--- config.mk ---
export PLATFORM = sky130hd
export DESIGN_NAME = rc4_phase_sequencer
export DESIGN_NICKNAME = d
export VERILOG_FILES = /design/src/rtl/rc4_phase_sequencer.sv
export SDC_FILE = /design/constraint.sdc
export NUM_CORES = 1
export LEC_CHECK = 0
export CORE_MARGIN = 1.5
export CORE_UTILIZATION = 40
export DETAILED_ROUTE_END_ITERATION = 6
export DONT_BUFFER_PORTS = 1
export HOLD_SLACK_MARGIN = 0.15
export SYNTH_ARGS = -nofsm -noshare
export SYNTH_HDL_FRONTEND = slang
export SYNTH_SLANG_ARGS = --single-unit
export TNS_END_PERCENT = 5
--- constraint.sdc ---
create_clock -name clk -period 3.5 [get_ports clk]
set_input_delay 0.175 -clock clk [delete_from_list [all_inputs] [get_ports clk]]
set_output_delay 0.175 -clock clk [all_outputs]
set_load 0.03 [all_outputs]
--- src/rtl/rc4_phase_sequencer.sv ---
// RC4 top-level sequencer: runs LOAD, INIT, SHUFFLE, DECRYPT in order, supervises
// each phase with a timeout, and grants the single-port S-box RAM to the active phase.
module rc4_phase_sequencer #(
  parameter int ADDR_WIDTH     = 8,
  parameter int DATA_WIDTH     = 8,
  parameter int TIMEOUT_CYCLES = 4096
) (
  input  logic                             clk,
  input  logic                             reset,
  input  logic                             start,
  input  logic                             abort,
  output logic [3:0]                       phase_start,
  input  logic [3:0]                       phase_finished,
  input  logic [2:0][ADDR_WIDTH-1:0]       req_addr,
  input  logic [2:0][DATA_WIDTH-1:0]       req_data,
  input  logic [2:0]                       req_wren,
  output logic [ADDR_WIDTH-1:0]            mem_addr,
  output logic [DATA_WIDTH-1:0]            mem_data,
  output logic                             mem_wren,
  output logic                             busy,
  output logic                             done,
  output logic                             error,
  output logic [1:0]                       err_phase,
  output logic [2:0]                       state_tap,
  output logic [1:0]                       phase_tap
);

  typedef enum logic [2:0] {
    ST_IDLE   = 3'd0,
    ST_LAUNCH = 3'd1,
    ST_WAIT   = 3'd2,
    ST_DONE   = 3'd3,
    ST_ERROR  = 3'd4
  } state_t;

  localparam int                 TIMER_W     = $clog2(TIMEOUT_CYCLES) + 1;
  localparam logic [TIMER_W-1:0] TIMER_LIMIT = TIMER_W'(TIMEOUT_CYCLES - 1);
  localparam logic [TIMER_W-1:0] TIMER_SAT   = '1;
  localparam logic [1:0]         LAST_PHASE  = 2'd3;

  state_t             state;
  logic [1:0]         phase;
  logic [TIMER_W-1:0] timer;
  logic               start_q;
  logic [3:0]         finished_q;
  logic               start_rise;
  logic [3:0]         fin_rise;

  // Only fresh 0->1 transitions count; a level left high by an earlier run is ignored.
  assign start_rise = start & ~start_q;
  assign fin_rise   = phase_finished & ~finished_q;

  always_ff @(posedge clk or posedge reset) begin
    if (reset) begin
      state      <= ST_IDLE;
      phase      <= '0;
      timer      <= '0;
      err_phase  <= '0;
      start_q    <= 1'b0;
      finished_q <= '0;
    end else begin
      // NOTE: non-blocking assignments keep every flop sampling pre-edge values,
      // so the edge detectors and the FSM see a consistent snapshot.
      start_q    <= start;
      finished_q <= phase_finished;
      if (abort && state != ST_IDLE) begin
        state <= ST_IDLE;
        phase <= '0;
      end else begin
        case (state)
          ST_IDLE, ST_DONE, ST_ERROR: begin
            if (start_rise) begin
              state     <= ST_LAUNCH;
              phase     <= '0;
              err_phase <= '0;
            end
          end
          ST_LAUNCH: begin
            timer <= '0;
            state <= ST_WAIT;
          end
          ST_WAIT: begin
            if (timer != TIMER_SAT) timer <= timer + TIMER_W'(1);
            // A finish arriving on the timeout cycle still counts as success.
            if (fin_rise[phase]) begin
              if (phase == LAST_PHASE) begin
                state <= ST_DONE;
              end else begin
                phase <= phase + 2'd1;
                state <= ST_LAUNCH;
              end
            end else if (timer == TIMER_LIMIT) begin
              state     <= ST_ERROR;
              err_phase <= phase;
            end
          end
          default: begin
            state <= ST_IDLE;
            phase <= '0;
          end
        endcase
      end
    end
  end

  assign phase_start = (state == ST_LAUNCH) ? (4'b0001 << phase) : 4'b0000;
  assign busy        = (state == ST_LAUNCH) || (state == ST_WAIT);
  assign done        = (state == ST_DONE);
  assign error       = (state == ST_ERROR);
  assign state_tap   = state;
  assign phase_tap   = phase;

  // LOAD (phase 0) has no RAM requester, so it never owns the port.
  always_comb begin
    // NOTE: defaults first so every path assigns each output and no latch is inferred.
    mem_addr = '0;
    mem_data = '0;
    mem_wren = 1'b0;
    if (busy) begin
      case (phase)
        2'd1: begin
          mem_addr = req_addr[0];
          mem_data = req_data[0];
          mem_wren = req_wren[0];
        end
        2'd2: begin
          mem_addr = req_addr[1];
          mem_data = req_data[1];
          mem_wren = req_wren[1];
        end
        2'd3: begin
          mem_addr = req_addr[2];
          mem_data = req_data[2];
          mem_wren = req_wren[2];
        end
        default: ;
      endcase
    end
  end

endmodule

==> results of run 1 <==
[cells in the mapped netlist, types with 2 or more instances]
cell type	number	share of area (%)
nand2b_1	5	1.8
nand3_1	2	0.58
inv_1	3	0.65
and3_1	4	1.4
nand2_1	7	1.5
dfrtp_1	25	36
o2111ai_1	4	2.0
nor2_1	35	7.6
clkbuf_1	12	2.6
a21oi_1	6	1.7
or3b_1	2	1.0
o21ai_0	3	0.86
nand4_1	2	0.72
nor3b_1	2	0.86
mux2_1	2	1.3
o21ai_1	9	2.6
ha_1	6	4.3
xor2_1	8	4.0
nor2b_1	2	0.72
nor4bb_1	2	1.2
and2_1	6	2.2
and4_1	3	1.5
a222oi_1	17	9.8
buf_2	3	0.86
[path summary, 6_finish.rpt]
kind | end | slack [ns] | cells after the start
setup / recovery | mem_addr[0] | 0.42 | 4
hold / removal | state_tap[0] | 0.27 | 5
setup reg to reg | phase_tap[0] | 0.97 | 6
hold reg to reg | timer[0] | 0.51 | 1
max in group asynchronous | start_q | 2.39 | 2
min in group asynchronous | timer[10] | 0.55 | 2
[per-layer routing]
metal	track usage, %	routed length (um)	vias up
met4	5.147	46	0
li1	-	-	732
met2	36.54	2313	67
met3	1.623	218	6
met5	0	0	-
met1	21.82	1838	763
[power groups by stage]
stage	Clock [mW]	Combinational (mW)	Sequential, mW
after detailed placement	0	0.291	0.404
after global routing	0.180	0.333	0.409
after global placement	0	0.286	0.399
after CTS	0.172	0.299	0.399
final	0.166	0.297	0.401
after floorplan	0	0.276	0.365
[cell type report]
type                    count  share of cell area, %
multi-input cells         152                  55.85
flip-flops and latches     25                  33.60
repair buffers              8                  4.167
well taps                  50                  3.360
clock buffers               4                  2.419
inverters                   3                 0.6048
[flip-flops by register name, summed over array words and instances (netlist names)]
| name | count |
|---|---|
| phase_tap | 2 |
| state_tap | 3 |
| timer | 13 |
| err_phase | 2 |
| finished_q | 4 |
| start_q | 1 |
[cell families after synthesis]
group                      synth area share, %
and+or+nand+nor                          26.51
AOI/OAI and AO/OA                        22.55
DFF                                      36.02
buffers and inverters                    4.106
xor gates and xnor gates                 4.539
adders and majority gates                4.323
muxes                                    1.945
[timing repair]
action | 4_1_cts | 5_1_grt
hold buffers | 7 | 0
endpoints found under the setup margin | 0 | 0
endpoints found under the hold margin | 31 | 0
[per-stage QoR]
stage | setup slack, ns | total power [mW] | hold slack (ns)
floorplan | 0.9800 | 0.6408 | 0.2023
global placement | 0.7709 | 0.6855 | 0.2065
detailed placement | 0.7124 | 0.6946 | 0.2065
CTS | 0.4069 | 0.8698 | 0.2546
global route | 0.1352 | 0.9219 | 0.2823
finish | 0.4170 | 0.8639 | 0.2705
[worst register-to-register path, delay by kind of cell (launching register included)]
kind                     cells  cell delay (ns)
adder cells (fa/ha/maj)      1             0.70
flip-flops                   1             0.67
AO/OA/AOI/OAI                2             0.53
AND/OR/NAND/NOR              2             0.27
multiplexers                 1             0.26
==> flow_metrics.env, run 1 <==
export IMPL_finalNonFillerCells=242
export IMPL_drt_iter0_drc=117
export IMPL_cts_sinks=25
export IMPL_port_buffers=0
export IMPL_finalMaxSlewViolations=0
export IMPL_status="completed"
export IMPL_hpwl_um=3337
export IMPL_drive_above_1_share_pct=5.729
export IMPL_multi_input_area_um2=1040
export IMPL_rsz0062_at_grt="false"
export IMPL_synth_distinct_cells=49
export IMPL_p_leak_nw=0.7358
export IMPL_io_pins=90
export IMPL_grt_pass1_wl_um=6706
export IMPL_area_growth_pct=7.205
export IMPL_fillers=392
export IMPL_p_int_mw=0.4959
export IMPL_fmax_mhz=324.4
export IMPL_postLayoutCoreUtil_pct=45.56
export IMPL_antenna_found_initial=0
export IMPL_final_cell_area_um2=1862
export IMPL_fp_dieH_um=68.89
export IMPL_routedWlPerCell_um=18.25
export IMPL_place_congestion=0.9308
export IMPL_gr_total_overflow=0
export IMPL_synth_edf_count=0
export IMPL_postRouteAntennaNets=0
export IMPL_layout_common_cells="35 x nor2_1, 25 x dfrtp_1, 17 x a222oi_1"
export IMPL_worstPathArrival_ns=2.91
export IMPL_power_density_nw_per_um2=464.0
export IMPL_setup_viol=0
export IMPL_min_from="abort"
export IMPL_async_flop_share_pct=100.0
export IMPL_die_width_um=68.89
export IMPL_relSlewSlack_pct=36.00
export IMPL_track_usage_pct=18.82
export IMPL_finalHoldViolCount=0
export IMPL_register_area_um2=625.6
export IMPL_dieArea_um2=4746
export IMPL_clkPwrFrac_pct=19.3
export IMPL_p_comb_share_pct=34.4
export IMPL_worst_setup_path_start_kind="register"
export IMPL_final_common_cell="nor2_1"
export IMPL_required_ns=3.32
export IMPL_final_nets=258
export IMPL_drc=0
export IMPL_syn_area_um2=1737
export IMPL_worst_pin_slew_ns=0.9579
export IMPL_syn_avg_cell_area_um2=8.906
export IMPL_crit_start="state_tap[1]"
export IMPL_synth_seq_cells=25
export IMPL_cts_tree="built"
export IMPL_cts_buffer_depth=2
export IMPL_hp_class="in -> reg"
export IMPL_synth_warnings=0
export IMPL_maxCapViolCount=0
export IMPL_peakVddDrop_mv=0.1921
export IMPL_rows=23
export IMPL_grt_max_degree=26
export IMPL_rr_startpoint="phase_tap[1]"
export IMPL_grt_pass1_vias=1498
export IMPL_slowest_stage="dfrtp_1"
export IMPL_dr_pass1_iters=6
export IMPL_vias=1568
export IMPL_syn_inst=195
export IMPL_ys_flop_type="dfrtp_1"
export IMPL_synth_seq_area_share_pct=36.02
export IMPL_root_buffer="clkbuf_8"
export IMPL_seqPwrFrac_pct=46.4
export IMPL_path_delay_family="simple AND/OR/NAND/NOR gates"
export IMPL_cp_max_fo=18
export IMPL_fin_crit_sh_pct=88.09
export IMPL_avgViaCountPerCell=6.479
export IMPL_start_util_pct=42.50
export IMPL_cts_htree_levels=1
export IMPL_power_switching_mw=0.3680
export IMPL_antenna_cells=0
export IMPL_finalSetupTns_ns=0
export IMPL_fin_crit_ns=3.083
export IMPL_wirelength_um=4416
export IMPL_clkLatencyLatePin_ns=0.26
export IMPL_cts_resized=0
export IMPL_synthesis_nets=260
export IMPL_place_inst=231
export IMPL_core_area_um2=4086
export IMPL_fin_skew_ns=0.001773
export IMPL_max_stage_delay_ns=0.83
export IMPL_cts_buffers_inserted=3
export IMPL_path_buf_inv=0
export IMPL_clkTransAtPathRegs_ns=0.08
export IMPL_cts_setup_buffers=0
export IMPL_end_kind="output port"
export IMPL_switching_share_pct=42.60
export IMPL_path_class="reg -> out"
export IMPL_cp_cell_sequence="or3b_1 -> nand2_1 -> nand2b_1 -> nor2_1"
export IMPL_place_area_um2=1747
Power figures use the tool's default switching activity.
==> run 2: changes to the inputs <==
Settings changed: CORE_UTILIZATION 40 to 55, MAX_ROUTING_LAYER set to met4, PLACE_DENSITY set to 0.7.
==> flow_metrics.env, run 2 (synthesis gave the netlist of run 1 again) <==
export IMPL_fin_skew_ns=0.006870
export IMPL_status="completed"
export IMPL_required_ns=3.32
export IMPL_dp_slack_ns=0.9022
export IMPL_dieArea_um2=3503
export IMPL_cts_htree_levels=1
export IMPL_fmax_mhz=333.3
export IMPL_peakVddDrop_mv=0.3108
export IMPL_fillers=257
export IMPL_core_area_um2=3028
export IMPL_worst_setup_path_start_kind="register"
export IMPL_whs_path_depth=5
export IMPL_use_met3_pct=5.022
export IMPL_cts_buffer_depth=2
export IMPL_largest_reg_flops=13
export IMPL_grt_pass1_vias=1344
export IMPL_relSlewSlack_pct=37.02
export IMPL_finalSetupTns_ns=0
export IMPL_power_density_nw_per_um2=457.2
export IMPL_port_buffers=0
export IMPL_antenna_cells=0
export IMPL_hold_ws_ns=0.2107
export IMPL_wirelength_um=4265
export IMPL_grt_busiest_layer="met1"
export IMPL_layout_common_cells="35 x nor2_1, 25 x dfrtp_1, 17 x a222oi_1"
export IMPL_clkTransAtPathRegs_ns=0.14
export IMPL_die_width_um=59.19
export IMPL_fp_dieH_um=59.19
export IMPL_fin_ws_ns=0.4995
export IMPL_clkLatencyLatePin_ns=0.32
export IMPL_start_util_pct=57.36
export IMPL_dr_pass1_iters=7
export IMPL_min_from="abort"
export IMPL_rrSetupSlack_ns=1.01
export IMPL_grt_max_degree=26
export IMPL_multi_input_area_um2=1040
export IMPL_final_common_cell="nor2_1"
export IMPL_rsz0062_at_grt="false"
export IMPL_final_nets=259
export IMPL_cts_setup_buffers=0
export IMPL_holdPathEnd="state_tap[0]"
export IMPL_postRouteAntennaNets=0
export IMPL_hpwl_um=3107
export IMPL_worstPathArrival_ns=2.83
export IMPL_end_kind="output port"
export IMPL_grt_use_met2_pct=32.50
export IMPL_fin_crit_sh_pct=85.73
export IMPL_drt_iter0_drc=347
export IMPL_rr_startpoint="phase_tap[1]"
export IMPL_reg2reg_depth=6
export IMPL_met1_usage_pct=38.69
export IMPL_maxCapViolCount=0
export IMPL_root_buffer="clkbuf_4"
export IMPL_finalHoldViolCount=0
export IMPL_finalMaxSlewViolations=0
export IMPL_p_leak_nw=0.7318
export IMPL_hp_class="in -> reg"
export IMPL_setup_viol=0
export IMPL_cts_sinks=25
export IMPL_fin_crit_ns=3.000
export IMPL_reg2reg_to="phase_tap[0]"
export IMPL_antenna_found_initial=0
export IMPL_cts_buffers_inserted=3
export IMPL_path_class="reg -> out"
export IMPL_area_growth_pct=6.340
export IMPL_vias=1616
export IMPL_register_area_um2=625.6
export IMPL_rows=20
export IMPL_drive_above_1_share_pct=6.736
export IMPL_worst_pin_slew_ns=0.9426
export IMPL_postLayoutCoreUtil_pct=60.99
export IMPL_avgViaCountPerCell=6.819
export IMPL_place_congestion=0.8369
export IMPL_gr_total_overflow=0
export IMPL_top_register="timer"
export IMPL_cts_tree="built"
export IMPL_grt_pass1_wl_um=6368
export IMPL_cp_max_fo=17
export IMPL_track_usage_pct=24.16
export IMPL_routedWlPerCell_um=18.00
export IMPL_io_pins=90
export IMPL_drc=0
run 2: changes by cell type in the layout (fill, tap and decap cells not counted), sizes merged:
cell,change
buf,+1
clkbuf,-1
clkinvlp,+1
run 2: worst max-delay path by stage:
stage / startpoint / end / depth (start not counted)
after floorplan: state_tap[1] / mem_addr[0] / 8
after global placement: state_tap[2] / mem_data[2] / 4
after detailed placement: state_tap[2] / mem_addr[0] / 4
after CTS: state_tap[2] / mem_addr[0] / 4
after global routing: state_tap[2] / mem_data[5] / 4
final: state_tap[2] / mem_addr[0] / 4
run 2: layout make-up:
class                      count  share of cell area, %
timing repair buffer           9                  4.607
inverter                       3                 0.6098
sequential                    25                  33.88
tap                           44                  2.981
clock inverter                 1                 0.4065
clock buffer                   3                  1.220
multi-input combinational    152                  56.30
run 2: where the power goes:
| group | switching, mW | internal [mW] |
|---|---|---|
| sequential | 0.0228 | 0.315 |
| clock | 0.0877 | 0.0436 |
| combinational | 0.262 | 0.114 |
| total | 0.372 | 0.472 |
run 2: what timing repair did:
action	in CTS	in global routing
hold buffers	7	0
setup endpoints to repair	0	0
gates resized for setup	0	0
hold endpoints to repair	31	0
run 2: critical path: stages (launching register included):
cell,delay (ns)
dfrtp_1,0.64
or3b_1,0.54
nand2_1,0.33
nand2b_1,0.41
nor2_1,0.59
run 2: per-stage QoR:
| stage | instance area [um^2] | cells | power (mW) |
|---|---|---|---|
| 2_1_floorplan | 1737 | 195 | 0.6408 |
| 3_3_place_gp | 1747 | 226 | 0.6990 |
| 3_5_place_dp | 1747 | 226 | 0.7074 |
| 4_1_cts | 1847 | 237 | 0.8453 |
| 5_1_grt | 1847 | 237 | 0.8971 |
| 6_report | 1847 | 237 | 0.8444 |
run 2: layer usage:
metal	vias to the layer above	wire length, um
li1	736	-
met1	778	1964
met2	98	1900
met3	4	383
met4	0	17
met5	-	0
==> run 3: changes to the inputs <==
Settings changed: CORE_ASPECT_RATIO set to 0.6.
==> flow_metrics.env, run 3 (synthesis gave the netlist of run 1 again) <==
export IMPL_status="completed"
export IMPL_fin_crit_sh_pct=88.51
export IMPL_layout_common_cells="35 x nor2_1, 25 x dfrtp_1, 17 x a222oi_1"
export IMPL_clkTransAtPathRegs_ns=0.09
export IMPL_power_switching_mw=0.3809
export IMPL_place_area_um2=1744
export IMPL_cp_max_fo=17
export IMPL_wl_met3_um=406
export IMPL_seqPwrFrac_pct=44.0
export IMPL_wl_met2_um=2152
export IMPL_antenna_cells=0
export IMPL_final_common_cell="nor2_1"
export IMPL_rrSetupSlack_ns=1.08
export IMPL_routedWlPerCell_um=20.22
export IMPL_worst_setup_path_start_kind="register"
export IMPL_cts_hold_fix_buffers=7
export IMPL_cts_tree="built"
export IMPL_start_util_pct=59.32
export IMPL_drive_above_1_share_pct=6.736
export IMPL_avgViaCountPerCell=6.783
export IMPL_cts_sinks=25
export IMPL_postLayoutCoreUtil_pct=63.63
export IMPL_p_leak_nw=0.7400
export IMPL_path_class="reg -> out"
export IMPL_grt_pass1_wl_um=6479
export IMPL_grt_pass1_vias=1329
export IMPL_hold_ws_ns=0.2496
export IMPL_p_comb_share_pct=36.2
export IMPL_final_nets=259
export IMPL_gr_total_overflow=0
export IMPL_finalSetupTns_ns=0
export IMPL_core_area_um2=2928
export IMPL_cts_buffers_inserted=3
export IMPL_largest_reg_flops=13
export IMPL_place_congestion=0.9027
export IMPL_finalMaxSlewViolations=0
export IMPL_peakVddDrop_mv=0.4209
export IMPL_wirelength_um=4752
export IMPL_worstPathArrival_ns=2.92
export IMPL_wirelength_met1_um=2154
export IMPL_setup_viol=0
export IMPL_cts_htree_levels=1
export IMPL_die_width_um=75.55
export IMPL_fp_dieH_um=46.53
export IMPL_fin_crit_ns=3.098
export IMPL_drt_iter0_drc=235
export IMPL_root_buffer="clkbuf_8"
export IMPL_highest_layer="met4"
export IMPL_clkLatencyLatePin_ns=0.27
export IMPL_end_kind="output port"
export IMPL_area_growth_pct=7.277
export IMPL_power_density_nw_per_um2=473.9
export IMPL_hpwl_um=3585
export IMPL_track_usage_pct=26.53
export IMPL_fillers=257
export IMPL_grt_max_degree=26
export IMPL_hp_class="in -> reg"
export IMPL_cts_resized=0
export IMPL_finalHoldViolCount=0
export IMPL_place_inst=224
export IMPL_cts_buffer_depth=2
export IMPL_worst_pin_slew_ns=0.9561
export IMPL_p_int_mw=0.5020
export IMPL_port_buffers=0
export IMPL_cts_setup_buffers=0
export IMPL_rows=15
export IMPL_relSlewSlack_pct=36.12
export IMPL_vias=1594
export IMPL_fmax_mhz=322.8
export IMPL_dr_pass1_iters=6
export IMPL_finalNonFillerCells=235
export IMPL_switching_share_pct=43.14
export IMPL_drc=0
export IMPL_clkPwrFrac_pct=19.9
export IMPL_top_register="timer"
export IMPL_dieArea_um2=3515
export IMPL_maxCapViolCount=0
export IMPL_antenna_found_initial=0
export IMPL_required_ns=3.32
export IMPL_fin_skew_ns=0.003229
export IMPL_io_pins=90
export IMPL_rsz0062_at_grt="false"
export IMPL_postRouteAntennaNets=0
export IMPL_final_cell_area_um2=1863
==> run 3: worst paths after layout <==
kind | from | to | cells past startpoint
max | state_tap[0] | mem_wren | 4
min | abort | state_tap[0] | 5
max reg2reg | phase_tap[1] | phase_tap[0] | 6
min reg2reg | timer[0] | timer[0] | 1
max in group asynchronous | reset | timer[3] | 2
min in group asynchronous | reset | start_q | 2
==> run 3: power by group through the flow <==
stage,registers (mW),logic [mW],clock network (mW)
final,0.388,0.320,0.175
after global routing,0.396,0.352,0.191
after CTS,0.388,0.319,0.180
after detailed placement,0.394,0.311,0
after global placement,0.389,0.305,0
after floorplan,0.365,0.276,0
==> run 3: worst max-delay path: stages (launching register included) <==
cell,delay (ns)
dfrtp_1,0.66
or3b_1,0.61
nand2_1,0.34
nand2b_1,0.43
nor2_1,0.60
==> run 3: cell type report <==
cell class	count	area [um^2]	area share [%]
clock buffer	3	41.29	2.216
inverter	3	11.26	0.6044
tap	42	52.55	2.821
sequential	25	625.6	33.58
multi-input combinational	152	1040	55.81
timing repair buffer	9	85.08	4.567
clock inverter	1	7.507	0.4030
==> run 3: through the flow <==
step | power, mW | setup slack [ns]
2_1_floorplan | 0.6408 | 0.9800
5_1_grt | 0.9387 | 0.2195
3_5_place_dp | 0.7047 | 0.7001
3_3_place_gp | 0.6943 | 0.8123
6_report | 0.8830 | 0.4020
4_1_cts | 0.8856 | 0.3915
==> run 3: per-layer routing <==
layer  up-vias  track usage, %
met4         0           6.429
met2        79           38.25
li1        732               -
met3         4           6.783
met5         -               -
met1       779           37.30
